==> config.mk <==
export PLATFORM = sky130hd
export DESIGN_NAME = systolic_mult_array
export DESIGN_NICKNAME = d
export VERILOG_FILES = /design/src/rtl/systolic_mult_array.sv
export SDC_FILE = /design/constraint.sdc
export NUM_CORES = 1
export LEC_CHECK = 0
export CAP_MARGIN = 10
export CORE_ASPECT_RATIO = 0.8
export CORE_MARGIN = 1.5
export CORE_UTILIZATION = 55
export CTS_CLUSTER_DIAMETER = 80
export DETAILED_ROUTE_END_ITERATION = 10
export PLACE_DENSITY = 0.73
export SLEW_MARGIN = 20
export SYNTH_ARGS = -nofsm -noshare
export SYNTH_HDL_FRONTEND = slang
export SYNTH_SLANG_ARGS = --single-unit
==> constraint.sdc <==
create_clock -name clk -period 3.5 [get_ports clk]
set_input_delay 0.7 -clock clk [delete_from_list [all_inputs] [get_ports clk]]
set_output_delay 0.7 -clock clk [all_outputs]
set_load 0.01 [all_outputs]
==> src/rtl/systolic_mult_array.sv <==
// systolic_mult_array: pipelined bit-level systolic multiplier with skewed operand
// entry, signed/unsigned mode, pass-through tag and valid/ready backpressure.
module systolic_mult_array #(
    parameter int WIDTH = 4,
    parameter int TAG_W = 4
) (
    input  logic               clk,
    input  logic               rst_n,
    input  logic               in_valid,
    output logic               in_ready,
    input  logic [WIDTH-1:0]   in_a,
    input  logic [WIDTH-1:0]   in_b,
    input  logic               in_signed,
    input  logic [TAG_W-1:0]   in_tag,
    output logic               out_valid,
    input  logic               out_ready,
    output logic [2*WIDTH-1:0] out_p,
    output logic [TAG_W-1:0]   out_tag,
    output logic               busy
);
    localparam int PW  = 2 * WIDTH;
    localparam int LAT = 2 * WIDTH + 1;
    localparam int MD  = LAT - 1;

    logic                adv;
    logic [WIDTH-1:0]    ma_d, mb_d, ma, mb;
    logic                neg_d;
    logic [MD-1:0]       v, neg;
    logic [TAG_W-1:0]    tag [MD];
    logic [WIDTH-1:0]    ska, skb;
    logic [WIDTH-1:0]    a_in [WIDTH];
    logic [WIDTH-1:0]    b_in [WIDTH];
    logic [PW-1:0]       s_nx [WIDTH][WIDTH];
    logic [PW-1:0]       s_q  [WIDTH][WIDTH];
    logic [WIDTH-1:0]    a_q  [WIDTH-1];
    logic [WIDTH-2:0]    b_q  [WIDTH];
    logic                fix_v;
    logic [PW-1:0]       fix_p;
    logic [TAG_W-1:0]    fix_tag;

    assign adv      = !out_valid || out_ready;
    assign in_ready = adv;
    assign busy     = |v || fix_v || out_valid;

    // Signed operands enter the array as magnitudes; the product sign travels alongside.
    always_comb begin
        ma_d  = '0;
        mb_d  = '0;
        neg_d = 1'b0;
        if (in_valid) begin
            ma_d  = (in_signed && in_a[WIDTH-1]) ? -in_a : in_a;
            mb_d  = (in_signed && in_b[WIDTH-1]) ? -in_b : in_b;
            neg_d = in_signed && (in_a[WIDTH-1] ^ in_b[WIDTH-1]);
        end
    end

    // Input register plus the valid/sign/tag side-band that shadows the array wavefront.
    always_ff @(posedge clk) begin
        if (!rst_n) begin
            ma  <= '0;
            mb  <= '0;
            v   <= '0;
            neg <= '0;
            for (int i = 0; i < MD; i++) tag[i] <= '0;
        end else if (adv) begin
            ma     <= ma_d;
            mb     <= mb_d;
            v      <= {v[MD-2:0], in_valid};
            neg    <= {neg[MD-2:0], neg_d};
            tag[0] <= in_valid ? in_tag : '0;
            for (int i = 1; i < MD; i++) tag[i] <= tag[i-1];
        end
    end

    for (genvar i = 0; i < WIDTH; i++) begin : g_skew
        if (i == 0) begin : g_none
            assign ska[0] = ma[0];
            assign skb[0] = mb[0];
        end else begin : g_dly
            logic [i-1:0] da, db;
            // Bit i waits i cycles so it meets its partner bit at cell (r,c) on cycle r+c.
            always_ff @(posedge clk) begin
                if (!rst_n) begin
                    da <= '0;
                    db <= '0;
                end else if (adv) begin
                    da[0] <= ma[i];
                    db[0] <= mb[i];
                    for (int j = 1; j < i; j++) begin
                        da[j] <= da[j-1];
                        db[j] <= db[j-1];
                    end
                end
            end
            assign ska[i] = da[i-1];
            assign skb[i] = db[i-1];
        end
    end

    // A bits flow down columns, B bits flow right along rows, column sums flow down
    // and the bottom row merges them left to right so the corner holds the product.
    for (genvar r = 0; r < WIDTH; r++) begin : g_row
        for (genvar c = 0; c < WIDTH; c++) begin : g_col
            logic [PW-1:0] s_in;
            if (r == 0) begin : g_top
                assign a_in[r][c] = ska[c];
                assign s_in       = '0;
            end else begin : g_mid
                assign a_in[r][c] = a_q[r-1][c];
                if (r == WIDTH - 1 && c > 0) begin : g_merge
                    assign s_in = s_q[r-1][c] + s_q[r][c-1];
                end else begin : g_down
                    assign s_in = s_q[r-1][c];
                end
            end
            if (c == 0) begin : g_left
                assign b_in[r][c] = skb[r];
            end else begin : g_right
                assign b_in[r][c] = b_q[r][c-1];
            end
            assign s_nx[r][c] = s_in + (PW'(a_in[r][c] & b_in[r][c]) << (r + c));
        end
    end

    // PE state: running sums and the forwarded operand bits.
    always_ff @(posedge clk) begin
        if (!rst_n) begin
            for (int i = 0; i < WIDTH; i++)
                for (int j = 0; j < WIDTH; j++) s_q[i][j] <= '0;
            for (int i = 0; i < WIDTH - 1; i++) a_q[i] <= '0;
            for (int i = 0; i < WIDTH; i++) b_q[i] <= '0;
        end else if (adv) begin
            for (int i = 0; i < WIDTH; i++)
                for (int j = 0; j < WIDTH; j++) s_q[i][j] <= s_nx[i][j];
            for (int i = 0; i < WIDTH - 1; i++) a_q[i] <= a_in[i];
            for (int i = 0; i < WIDTH; i++) b_q[i] <= b_in[i][WIDTH-2:0];
        end
    end

    // Sign restore stage followed by the output register held under backpressure.
    always_ff @(posedge clk) begin
        if (!rst_n) begin
            fix_v     <= 1'b0;
            fix_p     <= '0;
            fix_tag   <= '0;
            out_valid <= 1'b0;
            out_p     <= '0;
            out_tag   <= '0;
        end else if (adv) begin
            fix_v     <= v[MD-1];
            fix_p     <= neg[MD-1] ? -s_q[WIDTH-1][WIDTH-1] : s_q[WIDTH-1][WIDTH-1];
            fix_tag   <= tag[MD-1];
            out_valid <= fix_v;
            out_p     <= fix_p;
            out_tag   <= fix_tag;
        end
    end
endmodule

==> out/results.ini <==
[power]
vdd_drop_max_uv = 357
power_leakage_nw = 3.61
power_density_nw_per_um2 = 489

[critical_path]
reg2regPathDepth = 6
cp.required_ns = 2.80
rr_startpoint = s_q[1][3]
criticalPathCategory = input pin to primary output
r2r_slack_ns = 1.54
cp-end-kind = primary output
crit_fanout = 5
cp-start-kind = input pin
reg2reg_to = s_q[1][39]
cp.arrival_ns = 1.96

[floorplanning]
dieArea_sq_um = 14200
fp.dieW_microns = 133
coreArea_sq_um = 13000
io_pins = 32
dieHeight_microns = 107
initial_core_util = 0.570
rows = 37

[synth]
synth_area_leaders = edfxtp_1, dfxtp_1, and3_1
ys_ff_latch = 179
synth_area_per_cell_sq_um = 11.9
synth_top_area_cell = edfxtp_1
ys_types = 38
yosys_warnings = 0
netlist_area_sq_um = 7410
ys_seq_area_frac = 0.641
syn_inst = 624
synth_top_area_share = 0.474
syn_nets = 665

[cts]
cts_hold_buf = 0
cts_resized = 0
cts_tree = done
cts.sinks = 179
numCtsBuffers = 17
postCtsSetupBuffers = 0
clk_pin_slew_ns = 0.06
cts.htree.levels = 4
clk_latency_ns = 0.42
cts-root-buf = clkbuf_16
cts_buffer_depth = 2

[global_route]
grt_first_pass_wirelength_microns = 19900
antenna_found_initial = 0
grt_start_max_net_pins = 134
grt_use_total = 0.181
grt_pass1_vias = 4262
overflow = 0

[cells_and_area]
area_growth_pct = 13.9
drive_above_1_share = 0.0639
final_cell_mix = edfxtp_1, nand2_1, and3_1
seqCellArea_sq_um = 4750
antenna_cells = 0
layout.nets = 685
nFillCells = 968
multi_input_area_sq_um = 2410
finish.utilization = 0.649
mostFrequentLayoutCell = edfxtp_1

[min_path]
hold_depth = 2
hold_path_startpoint = fix_tag[1]
hp-class = flop to flop
min_to = fix_tag[1]

[route]
ant_nets = 0
drt-initial-drc-count = 281
dr_total_vias = 4419
drc_errors = 0
drt-vias-per-instance = 5.31
wl_per_cell_microns = 14.2
first_pass_iters = 4
wirelength_microns = 11800

[flow_run]
drv_cap = 0

[timing]
worst_slew_pin_slew_ns = 0.645
fmax_mhz = 376
maxSlewHeadroom = 0.570
setup_viol = 0
skew_ns = 0.00897
setup-tns-final_ns = 0
maxSlewViolCount = 0
min_period_over_period = 0.760
post-route-min-period_ns = 2.66
finalHoldViolCount = 0
rsz0062_at_grt = no

[place]
post-dp-hpwl_microns = 7140
io_buffers = 31
gp_congestion = 0.728

[outcome]
status = complete, no violations

==> metal layers <==
metal | vias up | global-route usage | routed length, microns
li1 | 2214 | - | -
met4 | 0 | 0.0620 | 116
met2 | 57 | 0.304 | 5930
met5 | - | 0 | 0
met3 | 9 | 0.0506 | 376
met1 | 2139 | 0.226 | 5380
==> area by class of cell <==
| class | count | share of cell area |
|---|---|---|
| Tap cell | 175 | 0.0259 |
| Inverter | 22 | 0.0102 |
| Timing Repair Buffer | 39 | 0.0492 |
| Clock inverter | 4 | 0.00237 |
| Clock buffer | 28 | 0.0627 |
| Multi-Input combinational cell | 385 | 0.286 |
| Sequential cell | 179 | 0.563 |
==> sequential cells by signal (all words and copies together), names as in the netlist <==
signal and flops:
a_q 12, b_q 12, fix_p 8, fix_tag 4, fix_v 1, g_skew.g_dly.da 6
g_skew.g_dly.db 6, ma 4, mb 4, neg 8, out_p 8, out_tag 4
out_valid 1, s_q 61, tag 32, v 8
==> where the power goes <==
group | internal [mW] | total [mW] | switching [mW]
sequential | 2.26 | 2.27 | 0.0142
clock | 1.03 | 1.74 | 0.715
combinational | 0.0537 | 0.108 | 0.0548
total | 3.34 | 4.12 | 0.784
==> cells by family after synthesis <==
| logic type | after synthesis | share of synthesized area |
|---|---|---|
| mux | 2 | 0.00270 |
| flops | 179 | 0.641 |
| xor+xnor | 19 | 0.0225 |
| buf+inv | 60 | 0.0338 |
| simple gates | 249 | 0.169 |
| compound gates | 90 | 0.0863 |
| other cells | 1 | 0.000506 |
| fa+ha+maj | 24 | 0.0436 |
==> Yosys cell counts, drive strengths merged <==
master / n
edfxtp: 117
nand2: 105
and3: 78
dfxtp: 62
a21boi: 44
and2: 30
inv: 22
ha: 21
clkbuf: 20
buf: 18
nor2: 17
o21ai: 15
a21oi: 12
xor2: 10
xnor2: 9
nor2b: 6
o31ai: 5
nand3: 4
nor3: 4
a32o: 3
fa: 3
o211a: 3
a21o: 2
mux2i: 2
nor4: 2
o21bai: 2
o22ai: 2
or3: 2
conb: 1
nand2b: 1
o211ai: 1
o21a: 1
==> worst max-delay path, stage by stage <==
cell and delay [ns]:
clkdlybuf4s50_1 0.44, nor2b_4 0.18, clkinv_2 0.11, clkdlybuf4s50_1 0.52
==> worst max path at each step <==
stage,cells past startpoint,to,startpoint,slack (ns)
global placement,4,in_ready,out_ready,0.85
detailed placement,4,in_ready,out_ready,0.84
floorplan,5,a_q[0][0],out_ready,0.59
CTS,4,in_ready,out_ready,0.83
finish,4,in_ready,out_ready,0.84
global route,4,in_ready,out_ready,0.77
==> stage by stage <==
step | hold WS [ns] | instances | power (mW) | area (sq um) | worst slack [ns]
after floorplan | 0.423 | 624 | 2.38 | 7410 | 0.592
after global placement | 0.435 | 800 | 2.42 | 7890 | 0.846
after detailed placement | 0.442 | 800 | 2.43 | 7890 | 0.838
after CTS | 0.450 | 832 | 4.16 | 8440 | 0.830
after global routing | 0.471 | 832 | 4.26 | 8440 | 0.771
final | 0.449 | 832 | 4.12 | 8440 | 0.840
(Power assumes the default switching activity.)
